[config.mk]
export PLATFORM = sky130hd
export DESIGN_NAME = vga_timing_gen_flat
export DESIGN_NICKNAME = d
export VERILOG_FILES = /design/src/rtl/vga_pkg.sv /design/src/rtl/vga_timing_gen_if.sv /design/src/rtl/vga_timing_gen_pixel_tick_div.sv /design/src/rtl/vga_timing_gen.sv /design/src/flat_wrapper.sv
export SDC_FILE = /design/constraint.sdc
export NUM_CORES = 1
export LEC_CHECK = 0
export ABC_AREA = 1
export CAP_MARGIN = 15
export CORE_UTILIZATION = 40
export CTS_CLUSTER_SIZE = 24
export DETAILED_ROUTE_END_ITERATION = 6
export PLACE_DENSITY = 0.67
export SYNTH_ARGS = -nofsm -noshare
export SYNTH_HDL_FRONTEND = slang
export SYNTH_SLANG_ARGS = --single-unit
[constraint.sdc]
create_clock -name clk -period 1.5 [get_ports clk]
set_input_delay 0.3 -clock clk [delete_from_list [all_inputs] [get_ports clk]]
set_output_delay 0.3 -clock clk [all_outputs]
set_load 0.05 [all_outputs]
[src/rtl/vga_pkg.sv]
// Shared types, default 640x480@60 timing and small helpers for the VGA
// timing generator. Default timing assumes a 50 MHz clk and CLK_DIV = 2.
package vga_pkg;

   typedef logic [9:0] coord_t;

   // Default timing, in pixels (horizontal) and lines (vertical)
   localparam int DEF_CLK_DIV  = 2;
   localparam int DEF_H_ACTIVE = 640;
   localparam int DEF_H_FP     = 16;
   localparam int DEF_H_SYNC   = 96;
   localparam int DEF_H_BP     = 48;
   localparam int DEF_V_ACTIVE = 480;
   localparam int DEF_V_FP     = 10;
   localparam int DEF_V_SYNC   = 2;
   localparam int DEF_V_BP     = 33;
   localparam int DEF_SYNC_POL = 0;

   // Derived default totals and sync windows (start inclusive, end exclusive)
   localparam int H_TOTAL      = DEF_H_ACTIVE + DEF_H_FP + DEF_H_SYNC + DEF_H_BP;
   localparam int V_TOTAL      = DEF_V_ACTIVE + DEF_V_FP + DEF_V_SYNC + DEF_V_BP;
   localparam int H_SYNC_START = DEF_H_ACTIVE + DEF_H_FP;
   localparam int H_SYNC_END   = H_SYNC_START + DEF_H_SYNC;
   localparam int V_SYNC_START = DEF_V_ACTIVE + DEF_V_FP;
   localparam int V_SYNC_END   = V_SYNC_START + DEF_V_SYNC;

   // Map "sync window active" onto the physical pin level for a polarity
   function automatic logic sync_level(input logic active, input logic pol);
      return active ? pol : ~pol;
   endfunction

   // Half-open window test on a coordinate: lo <= c < hi
   function automatic logic in_window(input coord_t c, input int lo, input int hi);
      return (int'(c) >= lo) && (int'(c) < hi);
   endfunction

endpackage

[src/rtl/vga_timing_gen_if.sv]
// Video timing bundle: pixel clock, coordinates, syncs, blanking and
// line/frame markers. The timing generator drives it (master), the video
// generator and DAC/connector logic consume it (slave).
interface vga_timing_gen_if;
   import vga_pkg::*;

   logic   vgaclk;
   coord_t x;
   coord_t y;
   logic   hsync;
   logic   vsync;
   logic   blank_n;
   logic   line_start;
   logic   frame_start;

   modport master (
      output vgaclk, x, y, hsync, vsync, blank_n, line_start, frame_start
   );

   modport slave (
      input  vgaclk, x, y, hsync, vsync, blank_n, line_start, frame_start
   );

endinterface

[src/rtl/vga_timing_gen_pixel_tick_div.sv]
// Pixel-rate divider: counts clk cycles 0..CLK_DIV-1 and flags the last one
// as the pixel tick. Also produces the registered pixel clock for the DAC,
// low for the first half of each pixel and high for the second half.
// CLK_DIV legal range is 2..16.
module pixel_tick_div #(
   parameter int CLK_DIV = 2
) (
   input  logic clk,
   input  logic rst_n,
   output logic tick_o,
   output logic vgaclk_o
);

   localparam int CW = (CLK_DIV > 1) ? $clog2(CLK_DIV) : 1;
   localparam logic [CW-1:0] LAST = CW'(CLK_DIV - 1);
   localparam logic [CW-1:0] HALF = CW'(CLK_DIV / 2);

   logic [CW-1:0] div_cnt_q;
   logic [CW-1:0] div_cnt_d;
   logic          vgaclk_q;

   // Next divider count, wrapping after the last cycle of a pixel
   always_comb begin
      div_cnt_d = (div_cnt_q == LAST) ? '0 : div_cnt_q + CW'(1);
   end

   // Divider count and pixel clock; the clock is decoded from the next count
   // so it falls on the same edge the pixel counters advance
   always_ff @(posedge clk) begin
      if (!rst_n) begin
         div_cnt_q <= '0;
         vgaclk_q  <= 1'b0;
      end else begin
         div_cnt_q <= div_cnt_d;
         vgaclk_q  <= (div_cnt_d >= HALF);
      end
   end

   assign tick_o   = (div_cnt_q == LAST);
   assign vgaclk_o = vgaclk_q;

endmodule

[src/rtl/vga_timing_gen.sv]
// VGA timing generator: horizontal/vertical counters advanced at pixel rate,
// with sync, blanking and line/frame markers registered from the next-state
// counters so coordinates and syncs change on the same clk edge.
// Optional build macro VGA_PIPE_DELAY_EN: delays hsync, vsync and blank_n by
// one pixel period to line up with a one-pixel-latency glyph ROM downstream.
// Constraint: each of H and V totals must not exceed 1024.
module vga_timing_gen
   import vga_pkg::*;
#(
   parameter int CLK_DIV  = DEF_CLK_DIV,
   parameter int H_ACTIVE = DEF_H_ACTIVE,
   parameter int H_FP     = DEF_H_FP,
   parameter int H_SYNC   = DEF_H_SYNC,
   parameter int H_BP     = DEF_H_BP,
   parameter int V_ACTIVE = DEF_V_ACTIVE,
   parameter int V_FP     = DEF_V_FP,
   parameter int V_SYNC   = DEF_V_SYNC,
   parameter int V_BP     = DEF_V_BP,
   parameter int SYNC_POL = DEF_SYNC_POL
) (
   input  logic                clk,
   input  logic                rst_n,
   vga_timing_gen_if.master    vga
);

   localparam int     TOT_H    = H_ACTIVE + H_FP + H_SYNC + H_BP;
   localparam int     TOT_V    = V_ACTIVE + V_FP + V_SYNC + V_BP;
   localparam int     HS_START = H_ACTIVE + H_FP;
   localparam int     HS_END   = HS_START + H_SYNC;
   localparam int     VS_START = V_ACTIVE + V_FP;
   localparam int     VS_END   = VS_START + V_SYNC;
   localparam coord_t X_LAST   = coord_t'(TOT_H - 1);
   localparam coord_t Y_LAST   = coord_t'(TOT_V - 1);
   localparam logic   POL      = (SYNC_POL != 0);

   logic   tick;
   logic   x_wrap;
   logic   y_wrap;

   coord_t x_q, x_d;
   coord_t y_q, y_d;
   logic   hsync_q, hsync_d;
   logic   vsync_q, vsync_d;
   logic   blank_n_q, blank_n_d;
   logic   line_start_q, line_start_d;
   logic   frame_start_q, frame_start_d;

   pixel_tick_div #(
      .CLK_DIV (CLK_DIV)
   ) u_div (
      .clk      (clk),
      .rst_n    (rst_n),
      .tick_o   (tick),
      .vgaclk_o (vga.vgaclk)
   );

   // Next-state counters and the decode of those next-state values
   always_comb begin
      x_wrap = tick && (x_q == X_LAST);
      y_wrap = x_wrap && (y_q == Y_LAST);

      x_d = x_q;
      y_d = y_q;
      if (tick) begin
         x_d = x_wrap ? '0 : x_q + coord_t'(1);
      end
      if (x_wrap) begin
         y_d = y_wrap ? '0 : y_q + coord_t'(1);
      end

      hsync_d       = sync_level(in_window(x_d, HS_START, HS_END), POL);
      vsync_d       = sync_level(in_window(y_d, VS_START, VS_END), POL);
      blank_n_d     = (int'(x_d) < H_ACTIVE) && (int'(y_d) < V_ACTIVE);
      line_start_d  = x_wrap;
      frame_start_d = y_wrap;
   end

   // Counter and decoded-output registers
   always_ff @(posedge clk) begin
      if (!rst_n) begin
         x_q           <= '0;
         y_q           <= '0;
         hsync_q       <= ~POL;
         vsync_q       <= ~POL;
         blank_n_q     <= 1'b0;
         line_start_q  <= 1'b0;
         frame_start_q <= 1'b0;
      end else begin
         x_q           <= x_d;
         y_q           <= y_d;
         hsync_q       <= hsync_d;
         vsync_q       <= vsync_d;
         blank_n_q     <= blank_n_d;
         line_start_q  <= line_start_d;
         frame_start_q <= frame_start_d;
      end
   end

   assign vga.x           = x_q;
   assign vga.y           = y_q;
   assign vga.line_start  = line_start_q;
   assign vga.frame_start = frame_start_q;

`ifdef VGA_PIPE_DELAY_EN
   logic hsync_dly_q;
   logic vsync_dly_q;
   logic blank_n_dly_q;

   // One-pixel delay of syncs and blanking, stepped on the pixel tick so the
   // stage captures the value held during the pixel that is just ending
   always_ff @(posedge clk) begin
      if (!rst_n) begin
         hsync_dly_q   <= ~POL;
         vsync_dly_q   <= ~POL;
         blank_n_dly_q <= 1'b0;
      end else if (tick) begin
         hsync_dly_q   <= hsync_q;
         vsync_dly_q   <= vsync_q;
         blank_n_dly_q <= blank_n_q;
      end
   end

   assign vga.hsync   = hsync_dly_q;
   assign vga.vsync   = vsync_dly_q;
   assign vga.blank_n = blank_n_dly_q;
`else
   assign vga.hsync   = hsync_q;
   assign vga.vsync   = vsync_q;
   assign vga.blank_n = blank_n_q;
`endif

endmodule
[src/flat_wrapper.sv]
// flat-port wrapper written by rule: the top's interface ports become plain ports
module vga_timing_gen_flat import vga_pkg::*;
#(
   parameter int CLK_DIV  = DEF_CLK_DIV,
   parameter int H_ACTIVE = DEF_H_ACTIVE,
   parameter int H_FP     = DEF_H_FP,
   parameter int H_SYNC   = DEF_H_SYNC,
   parameter int H_BP     = DEF_H_BP,
   parameter int V_ACTIVE = DEF_V_ACTIVE,
   parameter int V_FP     = DEF_V_FP,
   parameter int V_SYNC   = DEF_V_SYNC,
   parameter int V_BP     = DEF_V_BP,
   parameter int SYNC_POL = DEF_SYNC_POL
)
  (clk, rst_n, vga_vgaclk, vga_x, vga_y, vga_hsync, vga_vsync, vga_blank_n, vga_line_start, vga_frame_start);
  vga_timing_gen_if vga_i ();
  input  logic clk;
  input  logic rst_n;
  output wire logic [$bits(vga_i.vgaclk)-1:0] vga_vgaclk;
  output wire logic [$bits(vga_i.x)-1:0] vga_x;
  output wire logic [$bits(vga_i.y)-1:0] vga_y;
  output wire logic [$bits(vga_i.hsync)-1:0] vga_hsync;
  output wire logic [$bits(vga_i.vsync)-1:0] vga_vsync;
  output wire logic [$bits(vga_i.blank_n)-1:0] vga_blank_n;
  output wire logic [$bits(vga_i.line_start)-1:0] vga_line_start;
  output wire logic [$bits(vga_i.frame_start)-1:0] vga_frame_start;
  assign vga_vgaclk = vga_i.vgaclk;
  assign vga_x = vga_i.x;
  assign vga_y = vga_i.y;
  assign vga_hsync = vga_i.hsync;
  assign vga_vsync = vga_i.vsync;
  assign vga_blank_n = vga_i.blank_n;
  assign vga_line_start = vga_i.line_start;
  assign vga_frame_start = vga_i.frame_start;
  vga_timing_gen #(.CLK_DIV(CLK_DIV), .H_ACTIVE(H_ACTIVE), .H_FP(H_FP), .H_SYNC(H_SYNC), .H_BP(H_BP), .V_ACTIVE(V_ACTIVE), .V_FP(V_FP), .V_SYNC(V_SYNC), .V_BP(V_BP), .SYNC_POL(SYNC_POL)) u_core (.clk(clk), .rst_n(rst_n), .vga(vga_i));
endmodule
Word level (Yosys, flattened, before mapping). Cells that the tools add are included.

Register bits after elaboration: 27. Input bits: 2. Output and inout bits: 26.

$add $sub $neg: 3. Magnitude comparators: 7. Eq/ne operators: 2. Multiplexer cells: 7. Reduce and logical (&&, ||, !) cells: 5.

Operators with widths (number): 2-to-1 mux 10 bit (4); adder 10 x 1 -> 10 bit (second input constant) (2); == test 10 bit (second input constant) (2); < comparator 10 bit (second input constant) (2); < comparator 10 x 9 -> 1 bit (second input constant) (2); >= comparator 10 bit (second input constant) (1); >= comparator 10 x 9 -> 1 bit (second input constant) (1); logical AND 1 bit (5); 2-to-1 mux 1 bit (3); adder 1 bit (second input constant) (1); >= comparator 1 bit (second input constant) (1).

Longest topological paths before layout. Gate-level depths: netlist (run 1).

Word-level depth: 8. Mapped depth: 13. Mapped depth without buffers: 13.

Hierarchy. A second synthesis (run 1) with hierarchy kept.

Cells, all modules: 227. Area total of the unflattened synthesis: 1475.2 sq um.

Modules (own cells, without submodules): vga_timing_gen (times used 1, cells each 223, area an instance 1437.6 sq um); pixel_tick_div (times used 1, cells each 4, area an instance 37.5 sq um).

Worst setup path after synthesis (run 1). OpenSTA, ideal clock, no wires.

Path kind: reg-to-reg. Start: register u_core.x_q[0], in the netlist u_core.vga.x[0]. End: register u_core.blank_n_q, in the netlist u_core.vga.blank_n. Setup time: 0.112 ns. Arrival: 1.929 ns. Required time: 1.388 ns. Path slack: -0.541 ns. Cell stages (with the launch flop): 13. Buffers on the path: 0. Cells stage by stage: dfxtp_1 -> ha_1 -> nand2_2 -> nor2_8 -> nand2_4 -> nor2_4 -> nand2_1 -> nand2_1 -> nand2_2 -> nor2_4 -> nand2_1 -> nor2_1 -> nor2_1.

Longest elaborated chain between the ends: 7. Elaborated cells between the ends (all ways): 11. Those cells by class: add/sub: 1; order compare: 2; eq/ne: 1; mux: 4; reduce/logical: 3.

RTL lines: from (decl) (RTL line vga_timing_gen.sv:40) `coord_t x_q, x_d;`; from (signal assigned) (RTL line vga_timing_gen.sv:81) `x_q <= '0;`; from (signal assigned) (RTL line vga_timing_gen.sv:89) `x_q <= x_d;`; branches (longest 6 deep; another with adder 10 x 1 -> 10 bit); logical AND 1 bit (*) (RTL line vga_timing_gen.sv:73) `blank_n_d = (int'(x_d) < H_ACTIVE) && (int'(y_d) < V_ACTIVE);`; to (signal assigned) (RTL line vga_timing_gen.sv:93) `blank_n_q <= blank_n_d;`; to (decl) (RTL line vga_timing_gen.sv:44) `logic blank_n_q, blank_n_d;`.

Mark *: on every way between the ends. A chain may end at the register's enable or synchronous reset.

Worst setup path in the final report (run 1). Same ends and word-level chain as after synthesis.

==> results of run 1 <==
[worst max-delay path, delay by kind of cell (launching register included)]
| family | cells | cell delay [ns] |
|---|---|---|
| flip-flops | 1 | 0.39 |
| AND/OR/NAND/NOR | 8 | 0.95 |
| buffers and inverters | 2 | 0.31 |
[registers in the layout (all words and copies together) (netlist names)]
signal and cells:
u_core.vga.x 10, u_core.vga.y 10, u_core.u_div.tick_o 1, u_core.vga.blank_n 1, u_core.vga.frame_start 1, u_core.vga.hsync 1, u_core.vga.line_start 1, u_core.vga.vsync 1
[metrics by stage]
stage | cells | hold WS [ns] | TNS (ns) | util (%) | total power (W)
floorplan | 217 | 0.385 | -0.312 | - | 0.000770
global placement | 324 | 0.492 | -0.281 | 69.3 | 0.000836
detailed placement | 324 | 0.494 | -0.403 | 69.3 | 0.000836
CTS | 329 | 0.515 | -0.272 | 71.1 | 0.00125
global route | 332 | 0.551 | -1.59 | 73.8 | 0.00130
finish | 332 | 0.512 | -0.573 | 73.8 | 0.00126
[power breakdown]
part / internal (W) / switching, W / total [W]
Sequential: 0.000694 / 0.00000925 / 0.000704
Combinational: 0.0000568 / 0.0000658 / 0.000123
Clock: 0.000204 / 0.000234 / 0.000438
[how the worst max path moves through the flow]
| stage | end | slack, ns |
|---|---|---|
| 2_1_floorplan | u_core.vga.blank_n$_SDFF_PN0_ | -0.13 |
| 3_3_place_gp | u_core.vga.vsync$_SDFF_PN1_ | -0.1 |
| 3_5_place_dp | u_core.vga.vsync$_SDFF_PN1_ | -0.13 |
| 4_1_cts | u_core.vga.vsync$_SDFF_PN1_ | -0.11 |
| 5_1_grt | u_core.vga.hsync$_SDFF_PN1_ | -0.30 |
| 6_report | u_core.vga.blank_n$_SDFF_PN0_ | -0.18 |
[kinds of logic after synthesis]
kind of cell,Yosys count,share of synthesized area (%)
adders and majority gates,3,2.58
AOI/OAI and AO/OA,16,6.19
buffers and inverters,31,8.25
and+or+nand+nor,138,45.4
DFF,26,35.7
xor gates and xnor gates,3,1.80
[cell type report]
| type | instances | area (µm²) | area share (%) |
|---|---|---|---|
| Multi-Input combinational cell | 161 | 910 | 36.1 |
| Timing Repair Buffer | 66 | 843 | 33.5 |
| Sequential cell | 26 | 553 | 21.9 |
| Inverter | 29 | 109 | 4.32 |
| Tap cell | 46 | 57.6 | 2.28 |
| Clock buffer | 4 | 47.5 | 1.89 |
[metal layers]
| metal | track usage [%] | wire length [µm] | vias up |
|---|---|---|---|
| met3 | 2.76 | 166 | 5 |
| met2 | 34.2 | 2020 | 38 |
| met4 | 7.27 | 42 | 0 |
| li1 | - | - | 836 |
| met1 | 29.1 | 1970 | 720 |
| met5 | 0 | 0 | - |
[cells in the mapped netlist, types with 2 or more instances]
cell type	number
nand2_1	54
nor2_1	38
inv_1	27
dfxtp_1	26
nand3_1	18
o21ai_0	8
nand4_1	7
nand2_2	6
a21oi_1	5
ha_1	3
nor2_2	3
nor2_4	3
nand3_2	2
nor3_1	2
xor2_1	2
[repair_timing]
item                       CTS  global route
setup endpoints to repair    8            14
resized for setup            4            21
buffers inserted             0             3
gates cloned                 1             0
pin swaps                    1            11
==> results.sh, run 1 <==
export IMPL_grt_ovfl_total=0
export IMPL_synth_top_area_share_pct=35.7
export IMPL_drtPass1Iterations=4
export IMPL_hold_class="flop to flop"
export IMPL_final_cell_mix="nand2_1, buf_4, nor2_1"
export IMPL_synth_largest_area_cell="dfxtp_1"
export IMPL_cts_buffers=3
export IMPL_nets=292
export IMPL_ys_warn_count=0
export IMPL_tightest_slew_ns=0.398
export IMPL_numPortBuffers=27
export IMPL_drv_cap=0
export IMPL_io_pins=28
export IMPL_netlist_area_mm2=0.00146
export IMPL_ir_drop_mv=0.361
export IMPL_synth_avg_cell_area_um2=6.71
export IMPL_layout_drive_gt1_share_pct=43.0
export IMPL_antenna_found_initial=0
export IMPL_syn_instance_count=217
export IMPL_hold_viol=0
export IMPL_cpPeakStageDelay_ns=0.39
export IMPL_period_minus_slack_ns=1.68
export IMPL_place_area_mm2=0.00237
export IMPL_max_freq_mhz=596
export IMPL_hold_path_endpoint="u_core.vga.frame_start$_SDFF_PN0_"
export IMPL_syn2layout_area_growth_pct=73.0
export IMPL_grt_pass1_wl_um=6580
export IMPL_die_y_um=62.3
export IMPL_r2r_start="u_core.vga.x[0]$_SDFF_PN0_"
export IMPL_tritoncts="done"
export IMPL_synth_ff_type="dfxtp_1"
export IMPL_clockBufferDepth=2
export IMPL_syn_nets=222
export IMPL_finalSetupViolCount=5
export IMPL_synthArstFlopShare_pct=0
export IMPL_drv_slew=0
export IMPL_power_leakage_nw=1.09
export IMPL_crit_chain="buf_4 > nand3_1 > nor2_2 > nand4_1 > buf_4 > nor2_2 > nor2_1 > nand2_1 > nand3_1 > nor2_1"
export IMPL_rr_worst_depth=10
export IMPL_synth_area_top_cells="dfxtp_1, nand2_1, nor2_1"
export IMPL_grtUsageTotal_pct=21.2
export IMPL_dpl_hpwl_um=3050
export IMPL_r2r_setup_slack_ns=-0.18
export IMPL_critPathRequiredTime_ns=1.80
export IMPL_final_antenna_net_count=0
export IMPL_stdcell_area_mm2=0.00252
export IMPL_synth_seq_cells=26
export IMPL_detail_route_wl_per_cell_um=12.6
export IMPL_grt_max_degree=16
export IMPL_drc_errors=0
export IMPL_final_common_cell="nand2_1"
export IMPL_yosysSeqAreaShare_pct=35.7
export IMPL_synth_edf_count=0
export IMPL_start_util_pct=42.6
export IMPL_root_buffer="clkbuf_4"
export IMPL_setup_ws_ns=-0.178
export IMPL_power_density_mw_per_mm2=502
export IMPL_first_global_vias=1446
export IMPL_coreArea_mm2=0.00342
export IMPL_place_congestion=0.863
export IMPL_nFillCells=270
export IMPL_crit_path_top_delay_cell="dfxtp_4"
export IMPL_min_path_cells=2
export IMPL_violations="negative setup slack"
export IMPL_holdBufCountCts=0
export IMPL_htreeDepth=1
export IMPL_ys_types=28
export IMPL_slew_headroom_pct=73.2
export IMPL_hold_start="u_core.vga.y[9]$_SDFF_PN0_"
export IMPL_crit_path_start="u_core.vga.x[0]$_SDFF_PN0_"
export IMPL_rows=21
export IMPL_grt_setup_unrepaired="yes"
export IMPL_clock_skew_ns=0.0167
export IMPL_worstPathMaxFanout=4
export IMPL_end_kind="flop"
export IMPL_fin_crit_sh_pct=112
export IMPL_die_w_um=62.3
export IMPL_path_class="flop to flop"
export IMPL_wirelength_um=4200
export IMPL_reg2reg_to="u_core.vga.blank_n$_SDFF_PN0_"
export IMPL_status="finished, violations left"
export IMPL_clk_pin_slew_worst_paths_ns=0.16
export IMPL_clk_latency_ns=0.34
export IMPL_cp_start_kind="flop"
export IMPL_critPathArrivalTime_ns=1.97
export IMPL_via_per_inst=4.82
export IMPL_clock_sinks=26
export IMPL_vias=1599
export IMPL_place_ws_ns=-0.129
export IMPL_diodes=0
export IMPL_drt_iter0_drc=61
export IMPL_dieArea_mm2=0.00389
No activity file was read; power rests on OpenSTA's default activity.
==> run 2: changes to the inputs <==
GPL_ROUTABILITY_DRIVEN = 0   (was not set)
SYNTH_HIERARCHICAL = 1   (was not set)
==> results.sh, run 2 <==
export IMPL_grt_max_degree=16
export IMPL_reg2reg_to="u_core/vga.vsync$_SDFF_PN1_"
export IMPL_violations="negative setup slack"
export IMPL_end_kind="flop"
export IMPL_syn_nets=232
export IMPL_setup_ws_ns=-0.255
export IMPL_tightest_slew_ns=0.312
export IMPL_cp_start_kind="flop"
export IMPL_status="finished, violations left"
export IMPL_cts_buffers=3
export IMPL_yosysSeqAreaShare_pct=35.3
export IMPL_dpl_hpwl_um=3100
export IMPL_crit_top_cell="nand2_1"
export IMPL_drc_errors=0
export IMPL_post_place_cells=334
export IMPL_critPathArrivalTime_ns=1.93
export IMPL_wirelength_um=5500
export IMPL_fin_setup_tns_ns=-0.964
export IMPL_clk_latency_ns=0.27
export IMPL_power_density_mw_per_mm2=518
export IMPL_synth_ff_type="dfxtp_1"
export IMPL_intPower_w=0.00111
export IMPL_critPathRequiredTime_ns=1.68
export IMPL_p_comb_share_pct=9.2
export IMPL_seq_power_share_pct=49.2
export IMPL_die_y_um=62.7
export IMPL_vias=1925
export IMPL_drv_cap=0
export IMPL_netSwitchingPower_w=0.000316
export IMPL_clockBufferDepth=2
export IMPL_hold_path_endpoint="u_core/vga.y[0]$_SDFF_PN0_"
export IMPL_start_util_pct=42.9
export IMPL_hold_class="flop to flop"
export IMPL_hold_start="u_core/vga.y[0]$_SDFF_PN0_"
export IMPL_swShare_pct=22.2
export IMPL_ys_top_cells_by_count="nand2_1, nor2_1, dfxtp_1, inv_1, nand3_1"
export IMPL_htreeDepth=1
export IMPL_max_freq_mhz=570
export IMPL_synth_seq_cells=26
export IMPL_path_class="flop to flop"
export IMPL_final_common_cell="nand2_1"
export IMPL_first_global_vias=1673
export IMPL_synth_largest_area_cell="dfxtp_1"
export IMPL_place_ws_ns=-0.140
export IMPL_netlist_area_mm2=0.00148
export IMPL_drt_iter0_drc=169
export IMPL_drv_slew=0
export IMPL_power_share_clock_pct=41.6
export IMPL_r2r_setup_slack_ns=-0.25
export IMPL_nFillCells=207
export IMPL_drtPass1Iterations=5
export IMPL_hold_viol=0
export IMPL_ys_types=27
export IMPL_r2r_start="u_core/vga.x[5]$_SDFF_PN0_"
export IMPL_synthArstFlopShare_pct=0
export IMPL_synth_top_area_share_pct=35.3
export IMPL_power_w=0.00142
export IMPL_grt_ovfl_total=0
export IMPL_tritoncts="done"
export IMPL_fin_crit_sh_pct=117
export IMPL_power_leakage_nw=1.19
export IMPL_final_cell_mix="nand2_1, buf_4, nor2_1"
export IMPL_diodes=0
export IMPL_synth_area_top_cells="dfxtp_1, nand2_1, nor2_1"
export IMPL_holdWs_ns=0.572
export IMPL_yosysMostFrequentCell="nand2_1"
export IMPL_rows=21
export IMPL_ys_warn_count=6
export IMPL_clk_pin_slew_worst_paths_ns=0.10
export IMPL_worstPathMaxFanout=6
export IMPL_syn2layout_area_growth_pct=86.3
export IMPL_fin_cells=349
export IMPL_ir_drop_mv=0.424
export IMPL_cpLargestDelayFamily="simple AND/OR/NAND/NOR gates"
export IMPL_crit_buf_inv=4
export IMPL_slew_headroom_pct=79.1
export IMPL_clock_sinks=26
export IMPL_nets=309
export IMPL_via_per_inst=5.52
export IMPL_crit_chain="buf_6 > inv_4 > nand2_4 > nor2_4 > inv_2 > nor2_4 > nand2_1 > nand2_1 > nand2_2 > nor2_1 > nand3_2 > inv_2 > nand2_1"
export IMPL_crit_path_top_delay_cell="dfxtp_2"
export IMPL_numPortBuffers=27
export IMPL_io_pins=28
export IMPL_finalSetupViolCount=9
export IMPL_final_antenna_net_count=0
export IMPL_detail_route_wl_per_cell_um=15.7
export IMPL_clock_skew_ns=0.00340
export IMPL_root_buffer="clkbuf_8"
export IMPL_layout_drive_gt1_share_pct=49.8
export IMPL_cpPeakStageDelay_ns=0.34
export IMPL_syn_instance_count=227
export IMPL_min_path_cells=2
export IMPL_antenna_found_initial=0
export IMPL_dieArea_mm2=0.00394
export IMPL_grtUsageTotal_pct=23.3
export IMPL_synth_edf_count=0
export IMPL_synth_avg_cell_area_um2=6.50
export IMPL_coreArea_mm2=0.00344
export IMPL_grt_pass1_wl_um=7330
export IMPL_rr_worst_depth=13
export IMPL_period_minus_slack_ns=1.75
export IMPL_die_w_um=62.7
export IMPL_grt_setup_unrepaired="yes"
==> run 2: changes by cell type after synthesis, moves of 2 or more <==
cell | previous run | this run
nor2_2 | 3 | 5
nand2_2 | 6 | 1
buf_6 | 0 | 2
o21ai_0 | 8 | 3
nand3_1 | 18 | 24
nor3_1 | 2 | 4
inv_2 | 1 | 3
a21oi_1 | 5 | 3
nor2_1 | 38 | 46
nand2_1 | 54 | 57
nor2_4 | 3 | 1
==> run 2: cell families (layout without fill, tap and decap cells) <==
family	count (synthesis)	in the layout	share of synthesized area [%]
flip-flops	26	26	35.3
XOR/XNOR	4	4	2.38
buffers and inverters	34	110	9.92
AND/OR/NAND/NOR	148	148	43.8
adder cells (fa/ha/maj)	3	3	2.54
AO/OA/AOI/OAI	12	12	6.11
==> run 2: what timing repair did <==
action | 4_1_cts | 5_1_grt
setup endpoints to repair | 4 | 12
setup buffers | 8 | 3
endpoints found under the hold margin | 0 | 0
gates resized for setup | 21 | 44
pin swaps | 9 | 17
hold buffers | 0 | 0
==> run 2: power groups by stage <==
| stage | registers (W) | logic, W | clock network (W) |
|---|---|---|---|
| 2_1_floorplan | 0.000737 | 0.0000396 | 0 |
| 3_3_place_gp | 0.000716 | 0.000121 | 0 |
| 3_5_place_dp | 0.000717 | 0.000123 | 0 |
| 4_1_cts | 0.000700 | 0.000123 | 0.000595 |
| 5_1_grt | 0.000701 | 0.000137 | 0.000640 |
| 6_report | 0.000700 | 0.000131 | 0.000592 |
==> run 2: per-layer routing <==
metal	wire length (µm)	global-route usage, %
met5	0	0
met1	2070	30.2
met3	392	1.82
met2	2770	39.8
met4	266	9.01
==> run 2: how the worst max path moves through the flow <==
stage,start,depth (start not counted),end
2_1_floorplan,u_core/vga.x[0]$_SDFF_PN0_,11,u_core/vga.vsync$_SDFF_PN1_
3_3_place_gp,u_core/vga.x[5]$_SDFF_PN0_,13,u_core/vga.vsync$_SDFF_PN1_
3_5_place_dp,u_core/vga.x[5]$_SDFF_PN0_,13,u_core/vga.vsync$_SDFF_PN1_
4_1_cts,u_core/vga.x[7]$_SDFF_PN0_,13,u_core/vga.vsync$_SDFF_PN1_
5_1_grt,u_core/vga.x[5]$_SDFF_PN0_,13,u_core/vga.blank_n$_SDFF_PN0_
6_report,u_core/vga.x[5]$_SDFF_PN0_,13,u_core/vga.vsync$_SDFF_PN1_
==> run 2: cell type report <==
| type | count | area, µm² | area share (%) |
|---|---|---|---|
| Clock inverter | 1 | 30.0 | 1.09 |
| Tap cell | 46 | 57.6 | 2.09 |
| Timing Repair Buffer | 76 | 928 | 33.8 |
| Clock buffer | 3 | 41.3 | 1.50 |
| Inverter | 30 | 120 | 4.37 |
| Multi-Input combinational cell | 167 | 1010 | 36.9 |
| Sequential cell | 26 | 557 | 20.3 |
==> run 2: worst reg2reg max path: stages (launching register included) <==
cell,delay [ns]
dfxtp_2,0.34
buf_6,0.13
inv_4,0.07
nand2_4,0.06
nor2_4,0.11
inv_2,0.06
nor2_4,0.21
nand2_1,0.08
nand2_1,0.11
nand2_2,0.08
nor2_1,0.17
nand3_2,0.13
inv_2,0.08
nand2_1,0.04
==> run 2: through the flow <==
step	utilization, %	instance area (µm²)
global placement	68.6	2360
floorplan	-	1520
global route	79.9	2750
finish	79.9	2750
CTS	74.2	2550
detailed placement	68.6	2360
==> run 3: changes to the inputs <==
CORE_UTILIZATION = 24   (was 40)
PLACE_DENSITY = not set   (was 0.67)
==> results.sh, run 3 (synthesis gave the netlist of run 2 again) <==
export IMPL_diodes=0
export IMPL_setup_ws_ns=-0.0231
export IMPL_dieArea_mm2=0.00646
export IMPL_hold_start="u_core/u_div/tick_o$_SDFF_PN0_"
export IMPL_ir_drop_mv=0.303
export IMPL_clk_pin_slew_worst_paths_ns=0.10
export IMPL_end_kind="flop"
export IMPL_path_class="flop to flop"
export IMPL_htreeDepth=1
export IMPL_top_layer="met4"
export IMPL_drv_slew=0
export IMPL_syn2layout_area_growth_pct=84.9
export IMPL_hold_viol=0
export IMPL_tritoncts="done"
export IMPL_period_minus_slack_ns=1.52
export IMPL_die_w_um=80.4
export IMPL_wirelength_um=4510
export IMPL_r2r_start="u_core/vga.x[0]$_SDFF_PN0_"
export IMPL_final_common_cell="nand2_1"
export IMPL_finalSetupViolCount=3
export IMPL_cp_start_kind="flop"
export IMPL_max_freq_mhz=657
export IMPL_grt_pass1_wl_um=7470
export IMPL_tightest_slew_ns=0.272
export IMPL_dr_wl_met3_um=173
export IMPL_power_leakage_nw=1.18
export IMPL_post_route_util_pct=46.1
export IMPL_fin_crit_sh_pct=102
export IMPL_io_pins=28
export IMPL_hold_class="flop to flop"
export IMPL_grtUsageTotal_pct=14.7
export IMPL_start_util_pct=24.9
export IMPL_min_path_cells=2
export IMPL_multi_input_area_um2=991
export IMPL_rr_worst_depth=11
export IMPL_clk_latency_ns=0.28
export IMPL_nets=307
export IMPL_drv_cap=0
export IMPL_first_global_vias=1673
export IMPL_power_density_mw_per_mm2=528
export IMPL_detail_route_wl_per_cell_um=12.0
export IMPL_grt_setup_unrepaired="yes"
export IMPL_drt_met1_wl_um=2090
export IMPL_crit_path_start="u_core/vga.x[0]$_SDFF_PN0_"
export IMPL_layout_drive_gt1_share_pct=46.8
export IMPL_nFillCells=549
export IMPL_root_buffer="clkbuf_8"
export IMPL_coreArea_mm2=0.00592
export IMPL_via_per_inst=4.51
export IMPL_numPortBuffers=27
export IMPL_grt_ovfl_total=0
export IMPL_final_antenna_net_count=0
export IMPL_violations="negative setup slack"
export IMPL_critPathArrivalTime_ns=1.71
export IMPL_rows=28
export IMPL_final_cell_mix="nand2_1, buf_4, nor2_1"
export IMPL_antenna_found_initial=0
export IMPL_drtPass1Iterations=4
export IMPL_clock_skew_ns=0.00732
export IMPL_worstPathMaxFanout=3
export IMPL_grt_max_degree=16
export IMPL_critPathRequiredTime_ns=1.68
export IMPL_drt_iter0_drc=122
export IMPL_die_y_um=80.4
export IMPL_clockBufferDepth=2
export IMPL_holdBufCountCts=0
export IMPL_drc_errors=0
export IMPL_slew_headroom_pct=81.8
export IMPL_met2_length_um=2190
export IMPL_status="finished, violations left"
export IMPL_dpl_hpwl_um=3200
export IMPL_clock_sinks=26
export IMPL_vias=1695
export IMPL_power_w=0.00144
export IMPL_cts_buffers=3
export IMPL_regArea_um2=557
run 3: changes by cell type in the layout (fill, tap and decap cells not counted), sizes merged:
cell / before / now
buf: 75 / 72
nor2: 52 / 53
run 3: metal layers:
| metal | GRT usage, % | up-vias |
|---|---|---|
| li1 | - | 867 |
| met1 | 18.8 | 786 |
| met2 | 23.9 | 36 |
| met3 | 2.61 | 6 |
| met4 | 6.61 | 0 |
| met5 | 0 | - |
run 3: area by class of cell:
type / instances / share of cell area [%]
Clock buffer: 3 / 1.51
Clock inverter: 1 / 1.10
Inverter: 30 / 4.40
Multi-Input combinational cell: 168 / 36.3
Sequential cell: 26 / 20.4
Tap cell: 75 / 3.44
Timing Repair Buffer: 73 / 32.8
run 3: power by group:
part           total, W  switching [W]  internal (W)
Clock          0.000604       0.000247      0.000357
Sequential     0.000698     0.00000686      0.000691
Combinational  0.000139      0.0000751     0.0000636
Total           0.00144       0.000329       0.00111
run 3: worst paths after layout:
| check | to | slack, ns |
|---|---|---|
| worst min-delay path | u_core/u_div/tick_o$_SDFF_PN0_ | 0.56 |
| worst min register to register | u_core/u_div/tick_o$_SDFF_PN0_ | 0.56 |
| worst max register to register | u_core/vga.vsync$_SDFF_PN1_ | -0.02 |
| worst max-delay path | u_core/vga.vsync$_SDFF_PN1_ | -0.02 |
run 3: worst max-delay path, cell delays in order (launching register included):
cell     delay [ns]
dfxtp_4        0.37
ha_4           0.14
nand3_4        0.07
inv_4          0.09
buf_4          0.12
nand4_1        0.14
nand2_1        0.11
nand2_2        0.07
nor2_2         0.11
nand3_2        0.08
inv_2          0.07
nand2_1        0.04
run 3: timing repair:
item | 4_1_cts | 5_1_grt
buffers inserted | 7 | 1
gates cloned | 1 | 0
pin swaps | 9 | 13
setup endpoints to repair | 3 | 11
gates resized for setup | 28 | 26
endpoints found under the hold margin | 0 | 0
run 3: per-stage QoR:
step                      setup slack, ns  cells  instance area [µm²]  setup TNS, ns  hold WS [ns]
after floorplan                   -0.0828    227                 1520         -0.156         0.414
after global placement             -0.159    363                 2400         -0.316         0.517
after detailed placement           -0.177    363                 2400         -0.362         0.525
after CTS                         -0.0447    375                 2620        -0.0867         0.561
after global routing               -0.185    376                 2730         -0.790         0.592
final                             -0.0231    376                 2730        -0.0483         0.562
